## config.mk

```make
export PLATFORM = sky130hd
export DESIGN_NAME = arb2_stream_sel
export DESIGN_NICKNAME = d
export VERILOG_FILES = /design/src/rtl/arb2_pkg.sv /design/src/rtl/arb2_rr_pick.sv /design/src/rtl/arb2_stream_sel.sv
export SDC_FILE = /design/constraint.sdc
export NUM_CORES = 1
export LEC_CHECK = 0
export CAP_MARGIN = 20
export CORE_MARGIN = 3
export CORE_UTILIZATION = 37
export CTS_CLUSTER_SIZE = 20
export DETAILED_ROUTE_END_ITERATION = 8
export GPL_ROUTABILITY_DRIVEN = 0
export GPL_TIMING_DRIVEN = 0
export MAX_ROUTING_LAYER = met4
export PLACE_DENSITY = 0.74
export SYNTH_ARGS = -nofsm -noshare
export SYNTH_HDL_FRONTEND = slang
export SYNTH_HIERARCHICAL = 1
export SYNTH_SLANG_ARGS = --single-unit
```

## constraint.sdc

```tcl
create_clock -name clk -period 1.5 [get_ports clk]
set_input_delay 0.3 -clock clk [delete_from_list [all_inputs] [get_ports clk]]
set_output_delay 0.3 -clock clk [all_outputs]
set_load 0.01 [all_outputs]
```

## src/rtl/arb2_pkg.sv

```systemverilog
// -----------------------------------------------------------------------------
// arb2_pkg
// Shared constants and types for the two-input round-robin stream selector.
//   SRC_I0 / SRC_I1 : encodings of the two sources, also the value carried on p0
//   ARB2_W_DEF      : default payload width
//   arb2_beat_t     : {data, sel[, last]} output beat at the default width
//   other_src()     : the source that is not the given one (priority rotation)
// Optional feature macro: ARB2_PKT_LOCK_EN adds the 'last' field to the beat.
// -----------------------------------------------------------------------------
package arb2_pkg;

  localparam logic SRC_I0 = 1'b0;
  localparam logic SRC_I1 = 1'b1;

  localparam int ARB2_W_DEF = 8;

  typedef struct packed {
    logic [ARB2_W_DEF-1:0] data;
    logic                  sel;
`ifdef ARB2_PKT_LOCK_EN
    logic                  last;
`endif
  } arb2_beat_t;

  function automatic logic other_src(input logic src);
    return ~src;
  endfunction

endpackage

```

## src/rtl/arb2_rr_pick.sv

```systemverilog
// -----------------------------------------------------------------------------
// arb2_rr_pick
// Combinational winner selection for the two-input round-robin arbiter.
//   i_v0, i_v1     : source valids
//   i_prio         : source that wins when both are eligible
//   i_lock         : a packet is in progress; only i_lock_src may win
//   i_lock_src     : source owning the packet lock
//   o_winner       : selected source (meaningful only with o_grant_valid)
//   o_grant_valid  : at least one eligible source is requesting
// Depends only on valids and arbitration state, never on payload.
// -----------------------------------------------------------------------------
module arb2_rr_pick
  import arb2_pkg::*;
(
  input  logic i_v0,
  input  logic i_v1,
  input  logic i_prio,
  input  logic i_lock,
  input  logic i_lock_src,
  output logic o_winner,
  output logic o_grant_valid
);

  logic w_elig0;
  logic w_elig1;

  // A locked packet masks the non-owning source even when priority favours it.
  assign w_elig0 = i_v0 && !(i_lock && (i_lock_src == SRC_I1));
  assign w_elig1 = i_v1 && !(i_lock && (i_lock_src == SRC_I0));

  assign o_grant_valid = w_elig0 || w_elig1;

  // NOTE: every output of a combinational block is assigned on all paths here,
  // so no latch can be inferred.
  always_comb begin
    o_winner = SRC_I0;
    if (w_elig0 && w_elig1) begin
      o_winner = i_prio;
    end else if (w_elig1) begin
      o_winner = SRC_I1;
    end
  end

endmodule

```

## src/rtl/arb2_stream_sel.sv

```systemverilog
// -----------------------------------------------------------------------------
// arb2_stream_sel
// Registered two-input round-robin arbiter feeding a 2:1 select stage. One beat
// per cycle is accepted from i0 or i1 and presented on a single registered
// output together with p0, the source select downstream muxes steer on.
//   clk, rst_n             : clock, asynchronous active-low reset
//   i0_valid/ready/data    : source 0 stream
//   i1_valid/ready/data    : source 1 stream
//   out_valid/ready/data   : registered winning beat
//   p0                     : registered select, 0 = from i0, 1 = from i1
//   i0_last, i1_last,
//   out_last               : packet delimiters (only with ARB2_PKT_LOCK_EN)
// Optional feature macro: ARB2_PKT_LOCK_EN -- packet lock: once a source wins
// a beat with last=0 it keeps the output until it sends a beat with last=1.
// -----------------------------------------------------------------------------
module arb2_stream_sel
  import arb2_pkg::*;
#(
  parameter int   W         = ARB2_W_DEF,
  parameter logic PRIO_INIT = SRC_I0
) (
  input  logic         clk,
  input  logic         rst_n,
  input  logic         i0_valid,
  output logic         i0_ready,
  input  logic [W-1:0] i0_data,
  input  logic         i1_valid,
  output logic         i1_ready,
  input  logic [W-1:0] i1_data,
`ifdef ARB2_PKT_LOCK_EN
  input  logic         i0_last,
  input  logic         i1_last,
  output logic         out_last,
`endif
  output logic         out_valid,
  input  logic         out_ready,
  output logic [W-1:0] out_data,
  output logic         p0
);

  // Beat layout at this instance's width; mirrors arb2_beat_t.
  typedef struct packed {
    logic [W-1:0] data;
    logic         sel;
`ifdef ARB2_PKT_LOCK_EN
    logic         last;
`endif
  } beat_t;

  beat_t r_beat;
  logic  r_out_valid;
  logic  r_prio;
  logic  r_lock;
  logic  r_lock_src;

  beat_t w_next;
  logic  w_load;
  logic  w_winner;
  logic  w_grant_valid;
  logic  w_accept;

  // Output slot can take a new beat when empty or draining this cycle.
  assign w_load   = !r_out_valid || out_ready;
  assign w_accept = w_load && w_grant_valid;

  arb2_rr_pick u_pick (
    .i_v0          (i0_valid),
    .i_v1          (i1_valid),
    .i_prio        (r_prio),
    .i_lock        (r_lock),
    .i_lock_src    (r_lock_src),
    .o_winner      (w_winner),
    .o_grant_valid (w_grant_valid)
  );

  // Readies are forced low during reset even though the slot looks free.
  assign i0_ready = rst_n && w_accept && (w_winner == SRC_I0);
  assign i1_ready = rst_n && w_accept && (w_winner == SRC_I1);

  always_comb begin
    w_next      = '0;
    w_next.sel  = w_winner;
    w_next.data = (w_winner == SRC_I1) ? i1_data : i0_data;
`ifdef ARB2_PKT_LOCK_EN
    w_next.last = (w_winner == SRC_I1) ? i1_last : i0_last;
`endif
  end

  // NOTE: state uses non-blocking assignments so every register samples the
  // pre-edge values regardless of statement order.
  always_ff @(posedge clk or negedge rst_n) begin
    if (!rst_n) begin
      r_beat      <= '0;
      r_out_valid <= 1'b0;
      r_prio      <= PRIO_INIT;
    end else if (w_load) begin
      if (w_grant_valid) begin
        r_beat      <= w_next;
        r_out_valid <= 1'b1;
        r_prio      <= other_src(w_winner);
      end else begin
        // Payload and select hold; only the valid flag drops.
        r_out_valid <= 1'b0;
      end
    end
  end

`ifdef ARB2_PKT_LOCK_EN
  always_ff @(posedge clk or negedge rst_n) begin
    if (!rst_n) begin
      r_lock     <= 1'b0;
      r_lock_src <= SRC_I0;
    end else if (w_accept) begin
      r_lock     <= !w_next.last;
      r_lock_src <= w_winner;
    end
  end

  assign out_last = r_beat.last;
`else
  assign r_lock     = 1'b0;
  assign r_lock_src = SRC_I0;
`endif

  assign out_valid = r_out_valid;
  assign out_data  = r_beat.data;
  assign p0        = r_beat.sel;

endmodule

```

==> results.md <==
* Peak supply drop at 0.629 mV
* Mapped Cells at 56
* Fin. Hold Viols at 0
* Max Cap Viol at 0
* DP Cell Count at approximately 110
* GR Overflow Total at 0
* Vias in the first global route at 558
* Initial antenna violation count at 0
* Post-layout minimum cycle time at 1720 ps
* Mean Syn Cell Area at 11.1 um^2
* Mapped Area at approximately 620 um^2
* Clk buf depth at 2
* Status: finished with violations
* Kind of critical path: register to output port
* TritonCTS clock tree: yes
* Final Cycle Share at 115%
* #FFs+latches synth at 11
* Clock root buffer: clkbuf_4
* Biggest area consumer among synthesized cells: dfrtp_1
* Synth top area cells: dfrtp_1, mux2i_1, a31oi_1
* Overall power consumption at between 900 and 1000 uW
* DRC Markers at 0
* Ys async rst share at 100%
* Lkg Pwr at 0.000528 uW
* Final setup TNS at -420 ps
* Clk sinks at 11
* Post-Route WL at 1540 um
* Number of flops mapped to enable cells by yosys at 0
* Worst hold-check path type: input port to async pin
* Die width at 47.0 um
* Slowest cell delay on critical path at 400 ps
* Slowest cell on crit path: dfrtp_1
* CP max FO at 3
* Pin count of the biggest net entering global routing at 14
* Routed vias/inst at 4.93
* Share of cells above drive strength 1 at 23.1%
* Total GRT Usage at 17.3%
* Die span in y at 47.0 um
* Worst path cell trace: nor2_4 -> a221oi_4 -> buf_6 -> and4_1 -> buf_2
* Endpoints failing setup at 2
* Setup Skew at about 2.6 ps
* Nets at ~130
* Post-Layout Cell Count at 120
* CP delay by family, top: flip-flops
* Dpl hpwl at ~1000 um
* Yosys warns at 6
* Num CTS Buffers at 3
* Ys flop type: dfrtp_1
* Area Growth Syn to Fin at 76.4%
* Clock slew at reported path FFs at around 70 ps
* Routed WL per cell at 12.8 um
* Seq/Total Area, Yosys at 44.4%
* Worst skew pair latency at roughly 270 ps
* Number of distinct library cells after synthesis at 18
* Commonest cells in the netlist: dfrtp_1, mux2i_1, a21oi_1, a31oi_1, inv_1
* Drt initial violations at 4
* Critical Path AT at 1420 ps
* Post-route cell area at 0.00109 mm^2
* Synth top area share at ~44%
* Fill count at 119
* Fmax achieved at 0.581 GHz
* Slew Limit Fails at 0
* Count of input and output buffers at 32
* Router iterations before antenna repair at 2
* Rel. slew slack at ~65%
* Fin util at 71.0%
* Worst EP required at 1200 ps
* Most frequent cell after synthesis: dfrtp_1
* Die Area at around 0.0022 mm^2
* PwrDens at 888 mW/mm^2
* Initial Util at 40.3%
* Rows at 14
* Floorplan core area at 0.00154 mm^2
* Crit path buf inv count at 2
* Slew @ Worst Pin at 521 ps
* Detailed-route via count at 592
* H-tree depth at 1
* Top Ports at 33
* Area post-placement at around 980 um^2
* RSZ-0062 raised after global routing: yes
* First-pass GRT wire length at 2530 um
* Post-route setup slack at -221 ps
* Worst setup EP type: output port
* Diodes inserted at 0
* Failing checks: negative setup slack
* Final ANT Viol Nets at 0
* Startpoint Class: register
-- layer usage --
metal | GRT usage (%) | vias to the layer above | wire length (um)
met3 | 7.28 | 2 | 112
li1 | - | 293 | -
met5 | - | - | 0
met1 | 21.0 | 276 | 588
met4 | 3.31 | 0 | 6
met2 | 27.1 | 21 | 832
-- worst paths after layout --
| path | start | end | slack (ps) | depth (start not counted) |
|---|---|---|---|---|
| max | r_prio | i1_ready | -220 | 5 |
| min | rst_n | p0 | 100 | 1 |
| max reg2reg | r_prio | out_data[1] | 40 | 7 |
| min reg2reg | p0 | p0 | 540 | 1 |
| max in group asynchronous | rst_n | out_data[4] | 1050 | 1 |
| min in group clk | p0 | p0 | 540 | 1 |
-- state kept, by name, summed over array words and instances (netlist names) --
| register | flops |
|---|---|
| r_prio | 1 |
| p0 | 1 |
| out_data | 8 |
| out_valid | 1 |
-- power by group --
group | switching, uW | internal, uW
clock | 102 | 103
combinational | 152 | 227
sequential | 35.2 | 353
-- cells by family after synthesis --
logic type,count (synthesis),synth area share (%)
compound gates,18,17.7
buf+inv,8,9.88
flops,11,44.4
mux,11,18.5
other cells,1,0.604
simple gates,7,8.87
-- placed cells by master (no fill, tap or decap) --
cell	instances
dlymetal6s2s_1	6
inv_1	3
clkbuf_1	1
buf_4	8
nor2_1	1
nor3b_2	1
conb_1	5
a221oi_4	1
nand2b_4	1
mux2i_1	10
buf_6	4
a21oi_1	9
nand2b_1	1
a31oi_1	8
buf_2	2
clkbuf_4	3
clkdlybuf4s50_1	19
dfrtp_1	11
buf_8	1
and4_1	1
nor2_4	1
dlygate4sd2_1	5
mux2_4	1
nand2_4	1
-- layout make-up --
| type | count | area, um^2 | area share [%] |
|---|---|---|---|
| Timing Repair Buffer | 41 | 394 | 36.0 |
| Multi-Input combinational cell | 41 | 323 | 29.5 |
| Sequential cell | 11 | 275 | 25.1 |
| Buffer | 4 | 45.0 | 4.11 |
| Clock buffer | 4 | 26.3 | 2.40 |
| Tap cell | 16 | 20.0 | 1.83 |
| Inverter | 3 | 11.3 | 1.03 |
-- metrics by stage --
stage,hold slack [ps],setup slack [ps]
final,102,-221
after global routing,127,-294
after floorplan,4.41,62.5
after global placement,490,-911
after CTS,111,-210
after detailed placement,500,-968
-- timing repair --
action	4_1_cts	5_1_grt
resized for setup	17	8
setup endpoints to repair	10	12
setup buffers	8	1
hold buffers	0	0
pin swaps	2	2
Power figures use the tool's default switching activity.
